**src/rtl/rvga_membus_arbiter_pkg.sv**
```systemverilog
`default_nettype none
// ============================================================================
// Module   : rvga_membus_arbiter_pkg
// Purpose  : Shared types and constants for the instruction/data membus
//            arbiter and its round-robin picker.
// Revision : 1.0 - initial release
// ============================================================================
package rvga_membus_arbiter_pkg;

    // Arbiter grant state: idle, or serving one of the two upstream ports
    typedef enum logic [1:0] {
        ARB_IDLE = 2'd0,
        ARB_IMEM = 2'd1,
        ARB_DMEM = 2'd2
    } rvga_arb_state_e;

    // Identity of a port, used to remember who was served last
    typedef enum logic [0:0] {
        ARB_PORT_IMEM = 1'b0,
        ARB_PORT_DMEM = 1'b1
    } rvga_arb_port_e;

    // Serve cycles without a memory response before the watchdog trips
    localparam int c_default_timeout = 1023;

endpackage
`default_nettype wire

```
**src/rtl/rvga_arb_pick.sv**
```systemverilog
`default_nettype none
// ============================================================================
// Module   : rvga_arb_pick
// Purpose  : Combinational two-way grant chooser. Picks between the imem and
//            dmem requests using either round-robin (opposite of the last
//            grant) or fixed dmem priority.
// Revision : 1.0 - initial release
// ============================================================================
module rvga_arb_pick
    import rvga_membus_arbiter_pkg::*;
(
    input  logic           i_imem_req,
    input  logic           i_dmem_req,
    input  rvga_arb_port_e i_last_grant,
    input  logic           i_dmem_priority,
    output logic           o_grant_valid,
    output rvga_arb_port_e o_grant
);

    // Resolve a lone request directly; break ties by mode
    always_comb begin
        o_grant_valid = i_imem_req | i_dmem_req;
        o_grant       = ARB_PORT_IMEM;
        if (i_imem_req && i_dmem_req) begin
            if (i_dmem_priority) begin
                o_grant = ARB_PORT_DMEM;
            end else if (i_last_grant == ARB_PORT_DMEM) begin
                o_grant = ARB_PORT_IMEM;
            end else begin
                o_grant = ARB_PORT_DMEM;
            end
        end else if (i_dmem_req) begin
            o_grant = ARB_PORT_DMEM;
        end
    end

endmodule
`default_nettype wire

```
**src/rtl/rvga_membus_arbiter.sv**
```systemverilog
`default_nettype none
// ============================================================================
// Module   : rvga_membus_arbiter
// Purpose  : Merges the instruction-side and data-side membus slaves onto a
//            single shared memory master port. One transaction is granted at
//            a time and held until memory responds; a sticky watchdog flags
//            transactions that never complete.
// Revision : 1.0 - initial release
// ============================================================================
module rvga_membus_arbiter
    import rvga_membus_arbiter_pkg::*;
#(
    parameter int ADDR_WIDTH    = 32,
    parameter int DATA_WIDTH    = 32,
    parameter int DMEM_PRIORITY = 0,
    parameter int TIMEOUT       = c_default_timeout
) (
    input  logic                  clk,
    input  logic                  rst,

    input  logic [ADDR_WIDTH-1:0] imem_addr_i,
    input  logic                  imem_read_i,
    input  logic                  imem_write_i,
    input  logic [DATA_WIDTH-1:0] imem_wdata_i,
    output logic [DATA_WIDTH-1:0] imem_rdata_o,
    output logic                  imem_resp_o,

    input  logic [ADDR_WIDTH-1:0] dmem_addr_i,
    input  logic                  dmem_read_i,
    input  logic                  dmem_write_i,
    input  logic [DATA_WIDTH-1:0] dmem_wdata_i,
    output logic [DATA_WIDTH-1:0] dmem_rdata_o,
    output logic                  dmem_resp_o,

    output logic [ADDR_WIDTH-1:0] mem_addr_o,
    output logic                  mem_read_o,
    output logic                  mem_write_o,
    output logic [DATA_WIDTH-1:0] mem_wdata_o,
    input  logic [DATA_WIDTH-1:0] mem_rdata_i,
    input  logic                  mem_resp_i,

    output logic                  busy_o,
    output logic                  timeout_o
);

    localparam int                 c_cnt_w   = $clog2(TIMEOUT + 1);
    localparam logic [c_cnt_w-1:0] c_cnt_max = c_cnt_w'(TIMEOUT);
    localparam logic               c_dmem_pri = (DMEM_PRIORITY != 0);

    rvga_arb_state_e    r_state_q,      w_state_d;
    rvga_arb_port_e     r_last_grant_q, w_last_grant_d;
    logic [c_cnt_w-1:0] r_wd_cnt_q,     w_wd_cnt_d;
    logic               r_timeout_q,    w_timeout_d;

    logic               w_pick_valid;
    rvga_arb_port_e     w_pick;

    rvga_arb_pick u_pick (
        .i_imem_req      (imem_read_i | imem_write_i),
        .i_dmem_req      (dmem_read_i | dmem_write_i),
        .i_last_grant    (r_last_grant_q),
        .i_dmem_priority (c_dmem_pri),
        .o_grant_valid   (w_pick_valid),
        .o_grant         (w_pick)
    );

    // State, last grant and watchdog registers; reset abandons any grant
    always_ff @(posedge clk or posedge rst) begin
        if (rst) begin
            r_state_q      <= ARB_IDLE;
            r_last_grant_q <= ARB_PORT_DMEM;
            r_wd_cnt_q     <= '0;
            r_timeout_q    <= 1'b0;
        end else begin
            r_state_q      <= w_state_d;
            r_last_grant_q <= w_last_grant_d;
            r_wd_cnt_q     <= w_wd_cnt_d;
            r_timeout_q    <= w_timeout_d;
        end
    end

    // Next grant, last-grant update and saturating watchdog count
    always_comb begin
        w_state_d      = r_state_q;
        w_last_grant_d = r_last_grant_q;
        w_wd_cnt_d     = r_wd_cnt_q;
        w_timeout_d    = r_timeout_q;
        case (r_state_q)
            ARB_IDLE: begin
                if (w_pick_valid) begin
                    w_state_d  = (w_pick == ARB_PORT_DMEM) ? ARB_DMEM : ARB_IMEM;
                    w_wd_cnt_d = '0;
                end
            end
            ARB_IMEM, ARB_DMEM: begin
                if (mem_resp_i) begin
                    // Returning through IDLE keeps a stale request in the
                    // response cycle from being granted again
                    w_state_d      = ARB_IDLE;
                    w_last_grant_d = (r_state_q == ARB_DMEM) ? ARB_PORT_DMEM
                                                             : ARB_PORT_IMEM;
                end else begin
                    w_wd_cnt_d = (r_wd_cnt_q == c_cnt_max) ? r_wd_cnt_q
                                                           : r_wd_cnt_q + c_cnt_w'(1);
                    if (w_wd_cnt_d == c_cnt_max) begin
                        w_timeout_d = 1'b1;
                    end
                end
            end
            default: begin
                w_state_d = ARB_IDLE;
            end
        endcase
    end

    // Forward the granted port's live request; route resp only to that port
    always_comb begin
        mem_addr_o  = '0;
        mem_read_o  = 1'b0;
        mem_write_o = 1'b0;
        mem_wdata_o = '0;
        busy_o      = 1'b0;
        imem_resp_o = 1'b0;
        dmem_resp_o = 1'b0;
        case (r_state_q)
            ARB_IMEM: begin
                mem_addr_o  = imem_addr_i;
                mem_read_o  = imem_read_i;
                mem_write_o = imem_write_i;
                mem_wdata_o = imem_wdata_i;
                busy_o      = 1'b1;
                imem_resp_o = mem_resp_i;
            end
            ARB_DMEM: begin
                mem_addr_o  = dmem_addr_i;
                mem_read_o  = dmem_read_i;
                mem_write_o = dmem_write_i;
                mem_wdata_o = dmem_wdata_i;
                busy_o      = 1'b1;
                dmem_resp_o = mem_resp_i;
            end
            default: begin
            end
        endcase
    end

    // Read data is broadcast; each side qualifies it with its own resp
    assign imem_rdata_o = mem_rdata_i;
    assign dmem_rdata_o = mem_rdata_i;
    assign timeout_o    = r_timeout_q;

endmodule
`default_nettype wire
```
**config.mk**
```make
export PLATFORM = sky130hd
export DESIGN_NAME = rvga_membus_arbiter
export DESIGN_NICKNAME = d
export VERILOG_FILES = /design/src/rtl/rvga_membus_arbiter_pkg.sv /design/src/rtl/rvga_arb_pick.sv /design/src/rtl/rvga_membus_arbiter.sv
export SDC_FILE = /design/constraint.sdc
export NUM_CORES = 1
export LEC_CHECK = 0
export CAP_MARGIN = 10
export CORE_AREA = 2 2 116 118
export CTS_BUF_LIST = sky130_fd_sc_hd__clkbuf_8
export DETAILED_ROUTE_END_ITERATION = 10
export DIE_AREA = 0 0 118 120
export HOLD_SLACK_MARGIN = 0.02
export SYNTH_ARGS = -nofsm -noshare
export SYNTH_HDL_FRONTEND = slang
export SYNTH_SLANG_ARGS = --single-unit
export TNS_END_PERCENT = 30
```
**constraint.sdc**
```tcl
create_clock -name clk -period 4.25 [get_ports clk]
set_input_delay 0.85 -clock clk [delete_from_list [all_inputs] [get_ports clk]]
set_output_delay 0.85 -clock clk [all_outputs]
set_load 0.01 [all_outputs]
```
==> run metrics <==
I/O pin total 301; Net count, final 622; Final setup viols 0; r2r startpoint r_state_q[1]; Mapped Cells 331; synth unique cells 40; number of antenna violations at the first check in global routing 0; WHS 0.4887 ns; CTS sink cnt 14; flops & latches, synth 14; clk slew on worst S/H paths 0.06 ns; total global-route track usage 12.31%; total iterations of the first detailed-routing run 6; unrepaired setup endpoints after global routing false; final-report max-slew violation count 0; max incr delay on CP 0.97 ns; top post-synthesis cells by area a22oi_1 (21%), buf_4 (20%), nor2b_1 (17%); CTS root buffer clkbuf_8; CTS tree done; Iter 0 DRT Violations 246; Slew headroom 34.97%; FF-to-FF path depth 7; post-synth top area cell a22oi_1; crit end category primary output; port bufs 204; asr flop ratio synth 100.0%; first-pass GRT wire length 14410 µm; die height 120 µm; CP required 3.40 ns; mapped cell area 2429 µm²; Core ar. 12980 µm²; final total power 0.001767 W; Synth Warn # 0; pwr/cell area 422.4 nW/µm²; vias in the first global route 2779; outcome finished clean; row count 42; EDFF count, synth 0; initial core utilization 18.71%; die width 118 µm; Critical-path top delay cell ha_2; Worst-Skew Late Latency 0.25 ns; Placed Cells 622; ANT nets after route 0; Peak Freq 298.2 MHz; share of layout cells above drive strength 1 3.556%; Syn Area/Cell 7.337 µm²; DRC viols 0; Worst Tran Pin Value 0.9755 ns; Hold Crit Endpoint timeout_o; Num CTS Buffers 3; largest net degree at the start of global routing 72; final cell count without fillers 626; H-Tree Depth 1; CTS Hold Buffers Added 0; sequential share of the synthesized area 14.48%; Setup TNS 0 ns; WL/cell 15.07 µm; Area Overhead vs Synth 72.28%; post-synth top area share 20.71%; ant diodes 0; R2R setup slack 1.35 ns; HP Class reg -> reg; wirelength, routed 9434 µm; Post-CTS Setup Bufs 0; CP Cell Sequence inv_1 -> ha_2 -> nor2b_1 -> clkdlybuf4s50_1; syn nets 502; dominant synthesized flop cell dfrtp_1; data arrival time of the worst path 2.50 ns; Vias/cell 4.550; R2R Path End r_wd_cnt_q[9]; Setup Crit Path Kind reg -> out; startpoint types flop; Worst Path Max Fanout 71; DR vias 2848; routability cong. 0.8258; final period utilization 78.90%; LEAKAGE 1.393 nW; Worst Skew 0.007411 ns; Hold Crit Depth 1; Tmin final 3.353 ns; Max-cap violations 0; die area 14160 µm²; Hold Startpoint timeout_o; grt total ovfl 0; post-cts gate resize count 0; dpl hpwl 7330 µm; Filler cells 1387; Worst VDD drop 0.4796 mV; Final Hold Fails 0; CTS Buffer Depth 2
critical path, delay by kind of cell, from the launching register on:
family,cells,cell delay (ns)
flip-flops,1,0.36
AND/OR/NAND/NOR,1,0.22
adder cells (fa/ha/maj),1,0.97
buffers and inverters,2,0.66
through the flow:
step / setup slack [ns] / instance area [µm²] / util (%)
finish: 0.8969 / 4184 / 32.23
global route: 0.7372 / 4184 / 32.23
CTS: 0.8724 / 4184 / 32.23
detailed placement: 1.140 / 4139 / 31.89
global placement: 1.137 / 4139 / 31.89
floorplan: 1.771 / 2429 / -
cell families (layout without fill, tap and decap cells):
| group | after synthesis | after routing | synth area share, % |
|---|---|---|---|
| muxes | 3 | 3 | 1.339 |
| and+or+nand+nor | 105 | 105 | 25.35 |
| DFF | 14 | 14 | 14.48 |
| AOI/OAI and AO/OA | 103 | 103 | 30.50 |
| adders and majority gates | 4 | 4 | 2.061 |
| buffers and inverters | 100 | 219 | 25.55 |
| xor gates and xnor gates | 2 | 2 | 0.7214 |
state kept, by name (all words and copies together), names as in the netlist:
name and count:
r_last_grant_q 1, r_state_q 2, r_wd_cnt_q 10, timeout_o 1
worst max path at each step:
stage,to,depth (start not counted),startpoint
floorplan,mem_wdata_o[13],7,r_state_q[0]
global placement,mem_read_o,4,dmem_read_i
detailed placement,mem_read_o,4,dmem_read_i
CTS,mem_read_o,4,r_state_q[1]
global route,mem_addr_o[8],4,r_state_q[1]
finish,mem_read_o,4,r_state_q[1]
cell usage after synthesis (all sizes together), types with 2 or more instances:
cell and n:
a21oi 8, a22oi 67, a31oi 6, a41o 2, and2 3, buf 71, clkbuf 20, dfrtp 13
ha 4, inv 9, mux2 2, nand2 14, nand2b 2, nand3 3, nand4 2, nor2 8
nor2b 67, nor3 4, o21ai 9, xnor2 2
placed cells by master, fill, tap and decap left out, drive strengths merged, types with 2 or more instances in the layout:
master         instances
ha                     4
xnor2                  2
dfrtp                 13
nand3                  3
buf                    2
o21ai                  9
nor2                   8
nand2                 14
mux2                   2
nor3                   4
a41o                   2
a22oi                 67
clkbuf                 3
inv                   10
clkdlybuf4s50        204
a31oi                  6
a21oi                  8
nand2b                 2
and2                   3
nand4                  2
nor2b                 67
metal layers:
layer | global-route usage [%] | wire [µm]
met5 | 0 | 0
met3 | 2.852 | 874
met1 | 14.85 | 3698
met2 | 21.18 | 4589
met4 | 4.819 | 271
final cells by class:
cell class | instances | area (µm²) | area share [%]
Timing Repair Buffer | 206 | 2069 | 49.46
Clock buffer | 3 | 41.29 | 0.9868
Inverter | 9 | 33.78 | 0.8074
Clock inverter | 1 | 3.754 | 0.08971
Tap cell | 176 | 220.2 | 5.263
Sequential cell | 14 | 351.6 | 8.403
Multi-Input combinational cell | 217 | 1464 | 34.99
report_power, final:
part           leakage (nW)  total [W]  internal, W  switching (W)
Clock                0.0269   0.000115    0.0000640      0.0000505
Combinational          1.18    0.00147     0.000790       0.000685
Sequential            0.188   0.000178     0.000156      0.0000217
Total                  1.39    0.00177      0.00101       0.000757
(Power assumes the default switching activity.)
